<file path="config.mk">
export PLATFORM = sky130hd
export DESIGN_NAME = node_serializer
export DESIGN_NICKNAME = d
export VERILOG_FILES = /design/src/rtl/node_serializer_pkg.sv /design/src/rtl/node_serializer.sv
export SDC_FILE = /design/constraint.sdc
export NUM_CORES = 1
export LEC_CHECK = 0
export ABC_CLOCK_PERIOD_IN_PS = 1900
export BUFFER_PORTS_ARGS = -buffer_cell sky130_fd_sc_hd__buf_2
export CORE_UTILIZATION = 30
export CTS_BUF_LIST = sky130_fd_sc_hd__clkbuf_4 sky130_fd_sc_hd__clkbuf_8 sky130_fd_sc_hd__clkbuf_16
export CTS_CLUSTER_DIAMETER = 60
export DETAILED_ROUTE_END_ITERATION = 10
export PLACE_DENSITY = 0.46
export SETUP_SLACK_MARGIN = 0.05
export SLEW_MARGIN = 30
export SYNTH_ARGS = -nofsm -noshare
export SYNTH_HDL_FRONTEND = slang
export SYNTH_SLANG_ARGS = --single-unit
export TNS_END_PERCENT = 30
</file>
<file path="constraint.sdc">
create_clock -name clk -period 1.9 [get_ports clk]
set_clock_uncertainty 0.2 [all_clocks]
set_input_delay 0.38 -clock clk [delete_from_list [all_inputs] [get_ports clk]]
set_output_delay 0.38 -clock clk [all_outputs]
set_load 0.03 [all_outputs]
</file>
<file path="src/rtl/node_serializer_pkg.sv">
// Shared types for the node datapath stages: FSM state encoding, beat
// control bundle and a parameter sanity helper used at elaboration.
package node_serializer_pkg;

  // Serializer occupancy: IDLE holds no word, SEND holds a word with beats pending.
  typedef enum logic {
    IDLE = 1'b0,
    SEND = 1'b1
  } node_state_e;

  // Per-beat downstream control as seen by the next stage.
  typedef struct packed {
    logic valid;
    logic last;
  } node_beat_ctl_t;

  localparam int NODE_DEFAULT_WIDTH = 32;
  localparam int NODE_DEFAULT_RATIO = 4;

  // A word must split into at least two equal-width beats.
  function automatic bit node_ratio_ok(input int width, input int ratio);
    return (ratio >= 2) && ((width % ratio) == 0);
  endfunction

endpackage

</file>
<file path="src/rtl/node_serializer.sv">
// Width-down serializer: accepts one WIDTH-bit word upstream and emits it as
// RATIO beats of WIDTH/RATIO bits, least-significant slice first, with a
// last-beat flag. A new word may be taken on the same cycle the final beat
// leaves, so back-to-back words stream without a bubble.
module node_serializer
  import node_serializer_pkg::*;
#(
  parameter int WIDTH = NODE_DEFAULT_WIDTH,
  parameter int RATIO = NODE_DEFAULT_RATIO
) (
  input  logic                   clk,
  input  logic                   rst_n,
  input  logic [WIDTH-1:0]       data_in,
  input  logic                   up_valid_in,
  output logic                   up_ready_out,
  output logic [WIDTH/RATIO-1:0] data_out,
  output logic                   dn_valid_out,
  output logic                   dn_last_out,
  input  logic                   dn_ready_in
);

  localparam int OUT_W = WIDTH / RATIO;
  localparam int CNT_W = $clog2(RATIO);

  if (!node_ratio_ok(WIDTH, RATIO)) begin : g_bad_params
    $error("node_serializer: WIDTH must be a multiple of RATIO and RATIO must be >= 2");
  end

  node_state_e      state;
  node_state_e      state_nxt;
  logic [CNT_W-1:0] cnt;
  logic [CNT_W-1:0] cnt_nxt;
  logic [WIDTH-1:0] hold;
  logic [WIDTH-1:0] hold_nxt;
  logic             last_beat;
  logic             up_fire;
  logic             dn_fire;
  node_beat_ctl_t   beat_ctl;

  assign last_beat = (cnt == CNT_W'(RATIO - 1));
  assign up_fire   = up_valid_in & up_ready_out;
  assign dn_fire   = dn_valid_out & dn_ready_in;

  // State, beat counter and held word; reset clears everything immediately.
  always_ff @(posedge clk or negedge rst_n) begin
    if (!rst_n) begin
      state <= IDLE;
      cnt   <= '0;
      hold  <= '0;
    end else begin
      state <= state_nxt;
      cnt   <= cnt_nxt;
      hold  <= hold_nxt;
    end
  end

  // Next state: capture on accept, advance on each delivered beat, and on the
  // final beat either reload from upstream or fall back to IDLE.
  always_comb begin
    state_nxt = state;
    cnt_nxt   = cnt;
    hold_nxt  = hold;
    case (state)
      IDLE: begin
        if (up_fire) begin
          hold_nxt  = data_in;
          cnt_nxt   = '0;
          state_nxt = SEND;
        end
      end
      SEND: begin
        if (dn_fire) begin
          if (last_beat) begin
            cnt_nxt = '0;
            if (up_fire) begin
              hold_nxt = data_in;
            end else begin
              state_nxt = IDLE;
            end
          end else begin
            cnt_nxt = cnt + CNT_W'(1);
          end
        end
      end
      default: begin
        state_nxt = IDLE;
        cnt_nxt   = '0;
      end
    endcase
  end

  // Outputs: beat data and valid come from registers only; ready additionally
  // looks at dn_ready_in so the final beat and the next word overlap.
  always_comb begin
    up_ready_out   = 1'b0;
    data_out       = '0;
    beat_ctl.valid = 1'b0;
    beat_ctl.last  = 1'b0;
    case (state)
      IDLE: begin
        up_ready_out = 1'b1;
      end
      SEND: begin
        beat_ctl.valid = 1'b1;
        beat_ctl.last  = last_beat;
        data_out       = hold[OUT_W*cnt +: OUT_W];
        up_ready_out   = last_beat & dn_ready_in;
      end
      default: begin
        up_ready_out = 1'b0;
      end
    endcase
  end

  assign dn_valid_out = beat_ctl.valid;
  assign dn_last_out  = beat_ctl.last;

endmodule

</file>
==> flow_metrics.tcl, run 1 <==
set metrics [dict create \
    hold_start "data_in[1]" \
    relSlewSlack_pct 70.8 \
    start_util_pct 30.9 \
    outcome "complete, but fails checks" \
    max_stage_delay_ps 470 \
    avgSynthCellArea_um2 11.1 \
    worstSetupPathType "reg2out" \
    detail-route-antenna-nets 0 \
    end_kind "primary output" \
    core-area_um2 6760 \
    dp_hpwl_um 3410 \
    power.leakage_nw 1.32 \
    grt_pass1_vias 1645 \
    grt_pass1_wl_um 8610 \
    die_w_um 85.5 \
    dpl-instance-area_um2 2550 \
    n_fill_cell 615 \
    vias 1538 \
    holdPathEnd "hold[1]$_DFFE_PN0P_" \
    hold_viol 0 \
    rsz0062_at_grt "true" \
    fin_crit_sh_pct 108 \
    r2r-end "hold[19]$_DFFE_PN0P_" \
    synth_largest_area_cell "dfrtp_1" \
    rrSetupSlack_ps 40 \
    grt_max_degree 33 \
    io_buffer_count 46 \
    post-route-min-period_ps 2040 \
    grtUsageTotal_pct 15.3 \
    ir_worst_vdd_mv 0.633 \
    async_flop_share_pct 100 \
    ys_warn_count 0 \
    drive_gt1_share_pct 57.0 \
    violations "setup timing" \
    rows 30 \
    setup_tns_ps -1240 \
    syn_to_final_growth_pct 49.4 \
    ys_seq_area_share_pct 41.9 \
    vias_per_cell 4.75 \
    min_path_cells 3 \
    yosysUniqueCellTypes 21 \
    timing.rr.start "cnt[1]$_DFFE_PN0P_" \
    synth_ff_type "dfrtp_1" \
    syn_area_um2 2090 \
    cp.arrival_ps 1460 \
    wl_um 5450 \
    nets 280 \
    critPathMaxFanout 7 \
    crit_required_ps 1320 \
    antenna_found_initial 0 \
    drtIter0Drc 75 \
    powerDensity_nw_per_um2 1890 \
    wire_per_inst_um 16.8 \
    yosys.area.top_type_share_pct 41.9 \
    syn_nets 225 \
    first_pass_iters 4 \
    worst-path-buf-inv 2 \
    cts_num_sinks 35 \
    synth.most_common_cell "dfrtp_1" \
    cts_buffer_depth 2 \
    critPathLaunchType "flip-flop" \
    synth-seq-cells 35 \
    synth_edf_count 0 \
    maxCapViolCount 0 \
    cts_tree "yes" \
    timing.critical_path.cells "buf_12 > mux2i_4 > o22ai_4 > buf_6" \
    gp_congestion 0.687 \
    reg2reg_depth 6 \
    slowest_stage "dfrtp_2" \
    synthCells 188 \
    grt_overflow 0 \
    final-max-slew-violation-count 0 \
    die_area_um2 7310 \
    root_buffer "clkbuf_8" \
    p_total_w 0.00589 \
    fp.dieH_um 85.5 \
    hp-class "in2reg" \
    antenna_cells 0 \
    cpLargestDelayFamily "flip-flops" \
    drc_errors 0 \
    clk_pin_slew_worst_paths_ps 70 \
    synth.top_cells.by_count "35 x dfrtp_1, 33 x inv_1, 33 x nand2_1, 30 x o32ai_2, 19 x mux2i_1" \
    setup_violations 10 \
    io_pins 47 \
    setup_ws_ps -144 \
    insertion_delay_ps 280 \
    cts_max_level 2 \
    synthTopCellsByArea "dfrtp_1 42%, o32ai_2 23%, mux2i_1 9.1%" \
    final_area_um2 3120 \
    cts_buffers 5 \
    fmax_mhz 489 \
    tightest_slew_ps 436 \
]
-- where the power goes --
group | internal, W | leakage [nW] | total [W] | switching (W)
Combinational | 0.00207 | 0.839 | 0.00376 | 0.00169
Sequential | 0.00111 | 0.423 | 0.00151 | 0.000400
Clock | 0.000345 | 0.0549 | 0.000612 | 0.000266
-- repair_timing --
item / CTS / global route
hold buffers: 1 / 0
gates resized for setup: 63 / 8
pin swaps: 4 / 23
setup buffers: 2 / 1
endpoints found under the hold margin: 14 / 0
setup endpoints to repair: 10 / 42
cloned: 1 / 2
-- registers in the layout, summed over array words and instances (netlist names) --
signal	flops
cnt	2
hold	32
state	1
-- cell type report --
type,count,area [um^2],area share [%]
repair buffers,66,569,18.2
flip-flops and latches,35,880,28.2
multi-input cells,102,1350,43.1
inverters,33,124,3.97
clock buffers,8,104,3.33
well taps,80,100,3.21
-- worst reg2reg max path, stage by stage (launching register included) --
cell and delay (ps):
dfrtp_2 480, buf_8 170, ha_4 180, buf_6 110
and3_4 170, clkbuf_16 200, o32ai_2 260
-- cell families (layout without fill, tap and decap cells) --
family	Yosys count	in the layout	synth area share, %
buffers and inverters	51	107	12.9
AO/OA/AOI/OAI	42	42	27.6
AND/OR/NAND/NOR	40	40	7.96
flip-flops	35	35	41.9
multiplexers	19	19	9.10
adder cells (fa/ha/maj)	1	1	0.598
-- metal layers --
layer / GRT usage, % / vias up / share of wire [%]
met5: 0 / - / 0
met4: 2.73 / 0 / 0.26
met3: 3.21 / 2 / 4.1
met2: 24.8 / 35 / 47
met1: 21.5 / 734 / 48
li1: - / 767 / -
-- metrics by stage --
stage                     std cells  setup WS [ps]  hold slack, ps  utilization, %
after floorplan                 188            103            -116               -
after global placement          309           95.1             124            37.7
after detailed placement        309           70.0             122            37.7
after CTS                       321           -150             162            44.5
after global routing            324           -195             167            46.2
final                           324           -144             168            46.2
-- cells in the final DEF (no fill, tap or decap) --
master / n
a21boi_4: 1
a32o_1: 1
and2_4: 1
and2b_1: 1
and3_4: 1
buf_12: 4
buf_16: 1
buf_2: 36
buf_4: 9
buf_6: 11
buf_8: 2
clkbuf_16: 2
clkbuf_4: 1
clkbuf_8: 7
dfrtp_1: 32
dfrtp_2: 3
dlygate4sd3_1: 1
ha_4: 1
inv_1: 32
inv_2: 1
mux2i_1: 3
mux2i_4: 16
nand2_1: 32
nand2_2: 1
nand2b_1: 2
nor2_1: 1
o22ai_4: 8
o32ai_2: 28
o32ai_4: 4
or2_2: 1
-- worst max path at each step --
stage	startpoint	endpoint	slack [ps]	depth (start not counted)
after CTS	cnt[1]$_DFFE_PN0P_	data_out[7]	-150	4
after detailed placement	cnt[1]$_DFFE_PN0P_	hold[10]$_DFFE_PN0P_	70	5
after global placement	cnt[1]$_DFFE_PN0P_	hold[10]$_DFFE_PN0P_	100	5
after global routing	cnt[1]$_DFFE_PN0P_	data_out[6]	-190	4
final	cnt[1]$_DFFE_PN0P_	data_out[7]	-140	4
after floorplan	cnt[0]$_DFFE_PN0P_	up_ready_out	100	4
Power figures use the tool's default switching activity.
==> run 2: changes to the inputs <==
--- a/config.mk
+++ b/config.mk
@@ -7,11 +7,12 @@
 export LEC_CHECK = 0
 export ABC_CLOCK_PERIOD_IN_PS = 1900
 export BUFFER_PORTS_ARGS = -buffer_cell sky130_fd_sc_hd__buf_2
+export CORE_MARGIN = 8
 export CORE_UTILIZATION = 30
 export CTS_BUF_LIST = sky130_fd_sc_hd__clkbuf_4 sky130_fd_sc_hd__clkbuf_8 sky130_fd_sc_hd__clkbuf_16
 export CTS_CLUSTER_DIAMETER = 60
 export DETAILED_ROUTE_END_ITERATION = 10
-export PLACE_DENSITY = 0.46
+export PLACE_DENSITY = 0.55
 export SETUP_SLACK_MARGIN = 0.05
 export SLEW_MARGIN = 30
 export SYNTH_ARGS = -nofsm -noshare
==> run 2 against run 1 <==
Net effect: the flow still finishes with violations (setup timing); critical path depth stayed put; power fell by 8.3%; combinational power down 11%; sequential cell count unchanged; highest routed layer unchanged.
==> flow_metrics.tcl, run 2 (synthesized netlist as in run 1, its figures left out) <==
set metrics [dict create \
    outcome "complete, but fails checks" \
    violations "setup timing" \
    worstSetupPathType "reg2out" \
    cts_buffers 5 \
    antenna_found_initial 0 \
    grt_pass1_wl_um 8720 \
    nets 276 \
    startpoint "cnt[1]$_DFFE_PN0P_" \
    setup_tns_ps -872 \
    cp-endpoint "data_out[4]" \
    io_pins 47 \
    root_buffer "clkbuf_8" \
    gp_congestion 0.729 \
    detail-route-antenna-nets 0 \
    final-max-slew-violation-count 0 \
    first_pass_iters 4 \
    fmax_mhz 497 \
    crit_required_ps 1320 \
    timing.critical_path.cells "buf_12 > mux2i_2 > o22ai_4 > buf_6" \
    io_buffer_count 46 \
    hp-class "in2reg" \
    final_area_um2 2880 \
    ir_worst_vdd_mv 0.740 \
    final_common_cell "buf_2" \
    wire_per_inst_um 16.5 \
    die_area_um2 9900 \
    cpLargestDelayFamily "flip-flops" \
    most-common-layout-cells "38 x buf_2, 33 x inv_1, 33 x dfrtp_1" \
    drtIter0Drc 65 \
    cts_num_sinks 35 \
    clk_pin_slew_worst_paths_ps 70 \
    powerDensity_nw_per_um2 1880 \
    dp_hpwl_um 3730 \
    rows 30 \
    r2r-end "hold[11]$_DFFE_PN0P_" \
    grt_pass1_vias 1611 \
    reg2reg_depth 4 \
    slowest_stage "dfrtp_2" \
    grtUsageTotal_pct 11.3 \
    vias 1530 \
    post-route-min-period_ps 2010 \
    start_util_pct 30.9 \
    top_register "hold" \
    drive_gt1_share_pct 55.0 \
    wl_um 5280 \
    top_regs "hold x32, cnt x2, state x1" \
    largest_reg_flops 32 \
    fp.dieH_um 99.5 \
    end_kind "primary output" \
    cts_buffer_depth 2 \
    worst-path-buf-inv 2 \
    setup_ws_ps -113 \
    dpl-instance-area_um2 2570 \
    max_stage_delay_ps 410 \
    maxCapViolCount 0 \
    core-area_um2 6760 \
    grt_max_degree 33 \
    tightest_slew_ps 431 \
    setup_violations 9 \
    relSlewSlack_pct 71.2 \
    critPathMaxFanout 12 \
    grt_overflow 0 \
    n_fill_cell 664 \
    vias_per_cell 4.78 \
    critPathLaunchType "flip-flop" \
    cts_tree "yes" \
    cp.depth 4 \
    drc_errors 0 \
    dp_slack_ps 107 \
    hold_viol 0 \
    rsz0062_at_grt "true" \
    syn_to_final_growth_pct 37.5 \
    antenna_cells 0 \
    insertion_delay_ps 280 \
    timing.rr.start "cnt[0]$_DFFE_PN0P_" \
    rrSetupSlack_ps 240 \
    fin_crit_sh_pct 106 \
    cp.arrival_ps 1430 \
    cts_max_level 2 \
    die_w_um 99.5 \
    power.leakage_nw 1.28 \
]
run 2: metrics by stage:
step	hold WS [ps]	total power, W	util, %	std cells
after floorplan	-116	0.00358	-	188
after global placement	144	0.00417	38.0	310
after detailed placement	136	0.00420	38.0	310
after CTS	147	0.00506	40.6	319
after global routing	150	0.00575	42.6	320
final	156	0.00540	42.6	320
run 2: worst min-delay path by stage:
stage | startpoint | to | slack, ps | cells after the start
finish | data_in[10] | hold[10]$_DFFE_PN0P_ | 160 | 3
global placement | rst_n | hold[27]$_DFFE_PN0P_ | 140 | 1
floorplan | rst_n | cnt[0]$_DFFE_PN0P_ | -120 | 0
CTS | data_in[10] | hold[10]$_DFFE_PN0P_ | 150 | 3
global route | data_in[15] | hold[15]$_DFFE_PN0P_ | 150 | 3
detailed placement | rst_n | hold[27]$_DFFE_PN0P_ | 140 | 1
run 2: area by class of cell:
cell class | count | area, um^2 | area share, %
well taps | 80 | 100 | 3.48
clock inverters | 1 | 7.51 | 0.261
repair buffers | 62 | 469 | 16.3
inverters | 33 | 124 | 4.31
multi-input cells | 102 | 1200 | 41.7
flip-flops and latches | 35 | 878 | 30.5
clock buffers | 7 | 96.3 | 3.35
run 2: tightest hold or removal path, cell delays in order:
cell	delay, ps
buf_2	80
nand2_1	60
o32ai_2	80
run 2: what timing repair did:
| action | CTS | global route |
|---|---|---|
| setup buffers | 0 | 1 |
| hold buffers | 1 | 0 |
| gates cloned | 0 | 0 |
| pin swaps | 0 | 2 |
| setup endpoints to repair | 10 | 10 |
| endpoints found under the hold margin | 15 | 0 |
| gates resized for setup | 18 | 26 |
run 2: report_power, final:
part	leakage, nW	internal (W)	total (W)	switching [W]
sequential	0.424	0.00111	0.00144	0.000330
clock	0.0505	0.000330	0.000609	0.000279
combinational	0.809	0.00179	0.00335	0.00156
run 2: routing by layer:
layer	GRT usage [%]	vias to the layer above	routed length, um	share of wire (%)
met3	3.21	4	193	3.7
met1	15.3	732	2560	49
met5	0	-	0	0
met4	4.07	0	50	0.95
li1	-	762	-	-
met2	16.5	32	2470	47
